## config.mk

```make
export PLATFORM = sky130hd
export DESIGN_NAME = pipeline_sink
export DESIGN_NICKNAME = d
export VERILOG_FILES = /design/src/rtl/pipeline_sink.sv
export SDC_FILE = /design/constraint.sdc
export NUM_CORES = 1
export LEC_CHECK = 0
export CORE_MARGIN = 1.5
export CORE_UTILIZATION = 55
export DETAILED_ROUTE_END_ITERATION = 12
export PLACE_DENSITY = 0.89
export SLEW_MARGIN = 0
export SYNTH_ARGS = -nofsm -noshare
export SYNTH_HDL_FRONTEND = slang
export SYNTH_SLANG_ARGS = --single-unit
```

## constraint.sdc

```tcl
create_clock -name clk -period 3.17 [get_ports clk]
set_clock_uncertainty 0.15 [all_clocks]
set_input_delay 0.634 -clock clk [delete_from_list [all_inputs] [get_ports clk]]
set_output_delay 0.634 -clock clk [all_outputs]
set_load 0.05 [all_outputs]
```

## src/rtl/pipeline_sink.sv

```systemverilog
// pipeline_sink -- terminal consumer for a chain of stall-capable stages.
//
// Accepts the inputs/in_valid/in_flush stream leaving the last pipeline
// stage, buffers accepted beats in a first-word-fall-through FIFO drained by
// a ready/valid read port, and drives out_stall back to that stage. It also
// keeps a saturating beat counter, a sticky overflow flag and an optional
// rotate-XOR checksum of every accepted beat.
//
// Build option:
//   PIPELINE_SINK_CHECKSUM_EN  defined   -> checksum register is built
//                              undefined -> checksum is tied to 32'h0
//
// Parameters:
//   DEPTH  FIFO entries (power of two, >= 4)
//   SKID   entries kept free for in-flight beats once stall asserts
//   CNT_W  width of beat_count
//
// Ports:
//   clk, reset_n     clock (rising edge), asynchronous active-low reset
//   inputs, in_valid upstream beat
//   in_flush         upstream flush: empties the FIFO, discards this beat
//   out_stall        backpressure to the upstream stage (registered decode)
//   rd_data/rd_valid/rd_ready  FIFO read port, head word falls through
//   overflow         sticky, set when a beat is dropped on a full FIFO
//   beat_count       accepted beats, saturating
//   checksum         running checksum of accepted beats
module pipeline_sink #(
  parameter int DEPTH = 8,
  parameter int SKID  = 2,
  parameter int CNT_W = 16
) (
  input  logic             clk,
  input  logic             reset_n,
  input  logic [31:0]      inputs,
  input  logic             in_valid,
  input  logic             in_flush,
  output logic             out_stall,
  output logic [31:0]      rd_data,
  output logic             rd_valid,
  input  logic             rd_ready,
  output logic             overflow,
  output logic [CNT_W-1:0] beat_count,
  output logic [31:0]      checksum
);

  // DEPTH is a power of two, so AW-bit pointers wrap modulo DEPTH for free.
  localparam int          AW        = $clog2(DEPTH);
  localparam logic [AW:0] FULL_CNT  = (AW+1)'(DEPTH);
  localparam logic [AW:0] STALL_CNT = (AW+1)'(DEPTH - SKID);

  logic [31:0]   mem [DEPTH];
  logic [AW-1:0] rd_ptr;
  logic [AW-1:0] wr_ptr;
  logic [AW:0]   count;
  logic          full;
  logic          pop;
  logic          push;
  logic          drop;

  // Flush masks the read side, so a flush cycle can never pop.
  always_comb begin
    full     = (count == FULL_CNT);
    rd_valid = (count != '0) & ~in_flush;
    pop      = rd_valid & rd_ready;
    // A full FIFO still accepts a beat when the head leaves in the same cycle.
    push     = in_valid & ~in_flush & (~full | pop);
    drop     = in_valid & ~in_flush & full & ~pop;
  end

  assign rd_data   = mem[rd_ptr];
  // Decoded from registered count only: no input reaches out_stall.
  assign out_stall = (count >= STALL_CNT);

  // NOTE: sequential state uses non-blocking assignments so every register
  // samples the pre-edge values of the others, whatever the block order.
  always_ff @(posedge clk or negedge reset_n) begin
    if (!reset_n) begin
      rd_ptr <= '0;
      wr_ptr <= '0;
      count  <= '0;
    end else if (in_flush) begin
      rd_ptr <= '0;
      wr_ptr <= '0;
      count  <= '0;
    end else begin
      if (push) wr_ptr <= wr_ptr + 1'b1;
      if (pop)  rd_ptr <= rd_ptr + 1'b1;
      case ({push, pop})
        2'b10:   count <= count + 1'b1;
        2'b01:   count <= count - 1'b1;
        default: ;
      endcase
    end
  end

  // NOTE: the storage array is reset on purpose so that rd_data reads zero
  // out of reset; without that requirement it would be left unreset.
  always_ff @(posedge clk or negedge reset_n) begin
    if (!reset_n) begin
      for (int i = 0; i < DEPTH; i++) mem[i] <= '0;
    end else if (push) begin
      mem[wr_ptr] <= inputs;
    end
  end

  // Statistics survive a flush; only reset clears them.
  always_ff @(posedge clk or negedge reset_n) begin
    if (!reset_n) begin
      overflow   <= 1'b0;
      beat_count <= '0;
    end else begin
      if (drop) overflow <= 1'b1;
      if (push && beat_count != '1) beat_count <= beat_count + 1'b1;
    end
  end

`ifdef PIPELINE_SINK_CHECKSUM_EN
  logic [31:0] checksum_q;

  // Rotate left by one, then fold in the accepted word.
  always_ff @(posedge clk or negedge reset_n) begin
    if (!reset_n) begin
      checksum_q <= '0;
    end else if (push) begin
      checksum_q <= {checksum_q[30:0], checksum_q[31]} ^ inputs;
    end
  end

  assign checksum = checksum_q;
`else
  assign checksum = 32'h0;
`endif

endmodule

```

Yosys cells after proc, flatten, opt, wreduce, memory -nomap -nowiden
Index checks and enable logic that the tools add are counted.
Storage, ports and cells
  register bits: 283
  input port bits: 37
  output and inout port bits: 83
  logic and storage cells: 56
Cells by class
  $add $sub $neg: 5
  order comparisons: 4
  equality and inequality tests: 4
  mux-type cells: 12
  bitwise logic cells: 12
  reductions and logical operators: 6
Operators by type and width (count)
  $bwmux W256: 1
  $bmux W32 S3: 1
  $demux W32 S3: 1
  $mux W32: 3
  $add A16 B1 Y16 const B: 1
  $ne A16 B16 Y1 const B: 1
  $mux W3: 4
  $ge A4 B4 Y1 const B: 2
  $not A3 Y4: 2
  $pmux W4 S2: 1
  $add A3 B1 Y3 const B: 2
  $and A1 B1 Y1: 6
  $add A4 B1 Y4 const B: 1
  $eq A4 B4 Y1 const B: 1
  $ge A4 B3 Y1 const B: 1
  $lt A4 B1 Y1 const B: 1
  $mux W4: 1
  $reduce_bool A2 Y1: 2
  $reduce_bool A4 Y1: 1
  $sub A4 B1 Y4 const B: 1
  $not A1 Y1: 3
  $reduce_bool A3 Y1: 1
  $eq A2 B1 Y1 const B: 1
  $eq A2 B2 Y1 const B: 1
  other kinds (2): 3

Longest topological paths before layout
Gate-level depths: netlist (run 1).
  depth after elaboration: 8
  depth in mapped cells: 9
  depth with buffers taken out: 8

Worst setup path after synthesis (run 1)
Ideal clock, no wire load.
  path type: flip-flop to output port
  start point: register rd_ptr[0]
  end point: output rd_data[22]
  data arrival time: 1.813 ns
  data required time: 2.386 ns
  path slack: 0.573 ns
  stages on the path, launching flop included: 4
  path through: dfrtp_1 -> clkbuf_1 -> mux4_2 -> mux2_2
Between the ends
  longest elaborated chain between the ends: 4
Ends and longest elaborated chain
  from (decl): line 52  | logic [AW-1:0] rd_ptr;
  from (signal assigned): line 87  | if (pop) rd_ptr <= rd_ptr + 1'b1;
  $not A3 Y4 (not written as such): line 70  | assign rd_data = mem[rd_ptr];
  $bmux W32 S3: line 70
  $mux W32 (not written as such) (2 in a row): line 70
  to (decl): line 38  | output logic [31:0] rd_data,
No other way between the ends. The select of a mux whose other input is x is not followed.

Worst setup path in the final report (run 1)
  start point: register rd_ptr[0]
  end point: output rd_data[29]
Same word-level chain as after synthesis.

==> impl_metrics.toml, run 1 <==
[setup_path]
r2r-end = "count[3]"
cell_at_the_slowest_stage_of_the_critical_path = "dfrtp_4"
critical_path.n_buffers_inverters = 2
end_kind = "output pin"
regToRegSetupSlack_ns = 0.49
worst_r2r_path_depth = 8
critical-path-max-stage-delay_ns = 0.52
delay_heaviest_family_cp = "multiplexers"
worstPathMaxFanout = 18
cp_cell_sequence = "buf_12 -> mux4_2 -> mux2_2 -> buf_4"
ff_to_ff_start = "count[3]"
startpoint_type = "flip-flop"
arrival_ns = 2.34
critPathRequiredTime_ns = 2.39
criticalPathCategory = "reg2out"

[detailed_routing]
dr_wl_met2_um = 13190
topRoutingLayerUsed = "met4"
route.layer.met1.wl_um = 11590
route.vias.total = 7440
drt_iter0_drc = 311
final_antenna_net_count = 0
total_wire_length_um = 26470
drt-vias-per-instance = 5.799
wl_per_cell_um = 20.63
met3WireLength_um = 1140
firstDrtPassIters = 4
detailed_route_drc_error_count = 0

[final_layout]
fin_cells = 1283
finish.instance_area_sq_um = 15440
finalNetCount = 987
multi_input_area_sq_um = 5752
sequential_cell_area_sq_um = 7088
area_growth_pct = 16.86
num_antenna_cells = 0
drive_above_1_share = 0.4824
nFillCells = 1660

[outcome]
run_status = "complete, no violations"

[sta]
slew_viol_final = 0
worst-slew-pin-transition_ns = 0.5944
final_critical_path_setup_slack_ns = 0.05087
max_clock_freq_mhz = 320.6
maxSlewHeadroom = 0.6004
final.min_clock_period_ns = 3.119
whs_ns = 0.3345
final_setup_violation_count = 0
report.final.hold_viol_count = 0
layout_worst_path_cycle_share = 0.9840

[synthesis]
synth_enable_flop_cells = 0
avgSynthCellArea_sq_um = 15.58
netlist-cell-type-count = 51
post_synth_instance_area_sq_um = 13220
async_flop_share = 1.000
yosysSeqAreaShare = 0.5359
ys.warnings.count = 0
synthCells = 848
synth_largest_type_area_fraction = 0.5359
synth_flop_cell = "dfrtp_1"
yosys-top-cells-area = "dfrtp_1, mux2_2, mux4_2, buf_4, mux2_1"
yosys.area.top_type = "dfrtp_1"
ys_seq_elements = 283

[min_path]
hold-path-cell-count = 1
hp_class = "reg2reg"
hold-path-endpoint = "overflow"
holdCritStartpoint = "overflow"

[placement]
buffer_ports.inserted = 87
finalWeightedCongestion = 0.8119
detailed_place_hpwl_um = 15780
placed_cell_area_sq_um = 14410
dpl_worst_slack_ns = 0.1954
number_of_instances_in_the_placed_design = 1231

[cts]
clock_path_buffers = 3
cts_buf_count = 28
clk_tree_root_cell = "clkbuf_16"
number_of_levels_the_h_tree_was_split_into = 1
clock_tree_from_tritoncts = "built"
insertion_delay_ns = 0.55
clkTransAtPathRegs_ns = 0.07
cts.sink_count = 283

[die]
top_level_ports = 120
floorplan.initialDensity = 0.5613
die_footprint_sq_um = 24970
dieWidth_um = 158.0
die_h_um = 158.0
core_area_sq_um = 23540
rows = 56

[global_route]
grt_pass1_wl_um = 43500
first_global_vias = 7952
antenna_violations_before_repair = 1
gr-usage-all-layers = 0.2258
pin_count_of_the_biggest_net_entering_global_routing = 82
grt-ovfl-total = 0

[pwr]
power_density_nw_per_um2 = 843.0
power_w = 0.01302
p_leak_nw = 7.149
worst_supply_voltage_drop_on_vdd_mv = 0.6202

[job]
maxCapViolations = 0
==> kinds of logic (layout without fill, tap and decap cells) <==
group                    count (synthesis)  count (layout)  synth area share
multiplexers                           356             356            0.3581
flip-flops                             283             283            0.5359
other                                    1              32         0.0002838
adder cells (fa/ha/maj)                  5               5          0.004734
buffers and inverters                   83             168           0.03882
AND/OR/NAND/NOR                         80              80           0.03674
AO/OA/AOI/OAI                           20              20           0.01221
XOR/XNOR                                20              20           0.01325
==> timing repair <==
item                                    CTS  global route
hold buffers                              1             0
resized for setup                         1             1
buffers inserted                          1             1
endpoints found under the setup margin   27             5
cloned                                    0             0
endpoints found under the hold margin    71             0
==> per-stage QoR <==
stage / TNS (ns) / utilization
final: 0 / 0.6560
after global routing: -0.01117 / 0.6560
after CTS: 0 / 0.6555
after detailed placement: 0 / 0.6120
after global placement: 0 / 0.6120
after floorplan: 0 / -
==> routing by layer <==
layer,global-route usage,vias to the layer above
li1,-,3286
met1,0.3128,3944
met2,0.3816,167
met3,0.03066,43
met4,0.05340,0
met5,0,-
==> registers in the layout, summed over array words and instances, names as in the netlist <==
register	flops
rd_ptr	3
mem	256
wr_ptr	3
beat_count	16
count	4
overflow	1
==> synthesized netlist by cell type (4+ instances only) <==
master / n
dfrtp_1: 283
mux2_2: 272
mux4_2: 64
buf_4: 41
buf_2: 25
mux2_1: 18
nor2_1: 16
xor2_1: 16
clkbuf_1: 12
nand3_1: 9
nand2_1: 8
nor3_1: 8
ha_1: 5
nand3_2: 5
nand4_1: 5
and3_1: 4
nand3b_1: 4
nor3b_1: 4
o21ai_0: 4
xnor2_1: 4
==> area by class of cell <==
| class | instances | area share |
|---|---|---|
| Tap cell | 319 | 0.02584 |
| Multi-Input combinational cell | 513 | 0.3724 |
| Inverter | 1 | 0.0002431 |
| Sequential cell | 283 | 0.4590 |
| Clock inverter | 14 | 0.01515 |
| Timing Repair Buffer | 118 | 0.07761 |
| Clock buffer | 35 | 0.04974 |
==> power breakdown <==
group,internal [W],switching [W]
registers,0.00439,0.000450
logic,0.00212,0.00246
clock network,0.00220,0.00140
==> worst max path at each step <==
stage | start | endpoint | slack, ns | cells past startpoint
after floorplan | rd_ptr[0] | rd_data[22] | 0.57 | 3
after detailed placement | rd_ready | count[3] | 0.20 | 9
after CTS | rd_ptr[0] | rd_data[21] | 0.01 | 4
after global routing | rd_ptr[0] | rd_data[21] | -0.006 | 4
final | rd_ptr[0] | rd_data[29] | 0.05 | 4
after global placement | rd_ready | count[3] | 0.28 | 9
==> cells in the final DEF, fill, tap and decap left out, types with 2 or more instances in the layout <==
cell,count
xnor2_1,4
clkdlybuf4s50_1,53
buf_12,13
o21ai_0,4
dfrtp_1,280
and3_1,4
nor3b_1,4
nand3_1,6
buf_4,48
mux2_1,18
and4_1,3
a31oi_1,3
nand3b_1,4
nor3_1,8
nor2_1,16
clkbuf_16,29
o311a_1,2
dfrtp_2,2
clkbuf_8,2
xor2_1,16
nand4_1,5
bufinv_16,6
mux2_2,272
ha_1,5
nand3_2,8
clkbuf_1,4
mux4_2,64
conb_1,32
nor2b_1,3
o211ai_1,2
nand2_1,8
clkinv_2,4
nand2b_1,2
clkinv_4,2
buf_6,2
Note: power is estimated with default switching activity, not from simulation.
==> run 2: changes to the inputs <==
--- a/config.mk
+++ b/config.mk
@@ -5,6 +5,7 @@
 export SDC_FILE = /design/constraint.sdc
 export NUM_CORES = 1
 export LEC_CHECK = 0
+export CAP_MARGIN = 10
 export CORE_MARGIN = 1.5
 export CORE_UTILIZATION = 55
 export DETAILED_ROUTE_END_ITERATION = 12
==> results of run 2 <==
Same layout as run 1: the final DEF is identical, and so are final timing and power.
==> RTL edit: new RTL, config.mk and constraints of run 2 <==
Set the parameter `CNT_W` to 32 (it was 16).
--- a/src/rtl/pipeline_sink.sv
+++ b/src/rtl/pipeline_sink.sv
@@ -27,7 +27,7 @@
 module pipeline_sink #(
   parameter int DEPTH = 8,
   parameter int SKID  = 2,
-  parameter int CNT_W = 16
+  parameter int CNT_W = 32
 ) (
   input  logic             clk,
   input  logic             reset_n,
Interface: changed (resized beat_count); port bits go from 120 to 136. No check against the original RTL was run, so the function may have changed too.
==> RTL edit against run 2 <==
  * Power shrank 8.7%
  * Critical path type unchanged
  * Core utilization grew 0.85 points
  * Wire length is 9.5% higher
  * Non-clock buffer count up 18
  * Area after synthesis rose by 5.1%
  * Sequential cell count up 16
  * Final area rose by 5.6%
  * Worst setup slack got worse by 3.6 ps
==> RTL edit: results (changes against run 2) <==
| Metric | Value |
|---|---|
| Status | `complete, no violations (unchanged)` |
| Fillers | `1667 (was 1660)` |
| Reg2reg path depth | `6 (was 8)` |
| Worst r2r src | `count[1] (was count[3])` |
| GRT Total Usage | `22.8% (was 22.6%)` |
| R2r endpoint | `mem[56] (was count[3])` |
| Largest net degree at the start of global routing | `73 (was 82)` |
| Worst Hold Launch | `mem[239] (was overflow)` |
| Top flop regs | `mem x256, beat_count x32, count x4 (was mem x256, beat_count x16, count x4)` |
| Total number of vias | `8044 (was 7440)` |
| Register area share after synthesis | `53.9% (was 53.6%)` |
| Port Buf Inserts | `103 (was 87)` |
| Least-Margin Pin Slew | `590 ps (was 594 ps)` |
| Cells after synthesis | `918 (was 848)` |
| Drt wl/cell | `21.0 um (was 20.6 um)` |
| Worst Path Max Fanout | `13 (was 18)` |
| FF-to-FF setup slack | `410 ps (was 490 ps)` |
| Post-synthesis cell type count | `47 (was 51)` |
| LEAKAGE | `7.53 nW (was 7.15 nW)` |
| Synth area leaders | `dfrtp_1 (54%), mux2_2 (22%), mux4_2 (10%), buf_4 (2.4%), xor2_1 (1.4%) (was dfrtp_1 (54%), mux2_2 (23%), mux4_2 (11%), buf_4 (2.3%), mux2_1 (1.5%))` |
| Vias in the first global route | `8813 (was 7952)` |
| WHS Endpoint | `mem[239] (was overflow)` |
| Share of layout cells above drive strength 1 | `43.7% (was 48.2%)` |
| VDD IR-drop max | `0.000463 V (was 0.000620 V)` |
| Final HPWL DP | `17900 um (was 15800 um)` |
| CTS root buf | `clkbuf_16 (unchanged)` |
| Cell count after placement | `1323 (was 1231)` |
| Nets | `1077 (was 987)` |
| Global-route wire length before repair | `47600 um (was 43500 um)` |
| GP Congestion | `0.800 (was 0.812)` |
| Sw Pwr | `3.72 mW (was 4.31 mW)` |
| Seq pwr share | `41.9% (was 37.2%)` |
| Num CTS Buffers | `31 (was 28)` |
| Initial drt markers | `482 (was 311)` |
| Non-filler cells, final | `1380 (was 1283)` |
| CP peak stage delay | `540 ps (was 520 ps)` |
| Place WS | `145 ps (was 195 ps)` |
## RTL edit: changes by cell type after synthesis, moves of 5 or more
| cell | delta |
|---|---|
| buf_2 | -6 |
| xnor2_1 | +11 |
| nand3_2 | -5 |
| nand3_1 | +8 |
| nand2_1 | +13 |
| nor2_1 | +8 |
| dfrtp_1 | +16 |
| xor2_1 | +6 |
| clkbuf_1 | +7 |
## RTL edit: layer usage
metal  vias up  wire length [um]  track usage [%]
li1       3559                 -                -
met1      4251             12300             30.6
met2       192             14800             40.1
met3        42              1320             3.17
met4         0               498             4.92
met5         -                 0                0
## RTL edit: stage by stage
stage / area, um^2 / utilization (%)
final: 16300 / 66.4
after floorplan: 14000 / -
after global routing: 16300 / 66.4
after detailed placement: 15300 / 62.2
after global placement: 15300 / 62.2
after CTS: 16200 / 66.2
## RTL edit: logic make-up after synthesis
kind of cell	Yosys count	share of synthesized area, %
adders and majority gates	5	0.451
and+or+nand+nor	114	4.61
buffers and inverters	87	3.77
DFF	299	53.9
other	1	0.0270
muxes	356	34.0
AOI/OAI and AO/OA	19	0.883
xor gates and xnor gates	37	2.33
## RTL edit: cell type report
cell class	count	area share, %
Multi-Input combinational cell	563	36.9
Clock buffer	46	5.35
Sequential cell	299	45.9
Timing Repair Buffer	136	8.86
Inverter	4	0.0921
Antenna cell	1	0.0154
Clock inverter	7	0.391
Tap cell	324	2.49
## RTL edit: power groups by stage
stage	clock network, mW	registers (mW)	logic [mW]
global route	3.60	5.07	3.74
floorplan	0	5.00	2.45
global placement	0	4.98	3.36
detailed placement	0	5.03	3.43
CTS	3.44	4.96	3.50
finish	3.38	4.98	3.52
## RTL edit: worst max-delay path by stage
stage / to / slack, ps
finish: rd_data[13] / 50
detailed placement: count[3] / 150
floorplan: count[3] / 260
global route: rd_data[26] / -30
CTS: rd_data[31] / 6
global placement: count[3] / 230
## RTL edit: timing repair
item | 4_1_cts | 5_1_grt
hold endpoints to repair | 66 | 0
hold buffers | 1 | 0
gates cloned | 0 | 1
setup buffers | 1 | 0
resized for setup | 2 | 11
setup endpoints to repair | 28 | 13
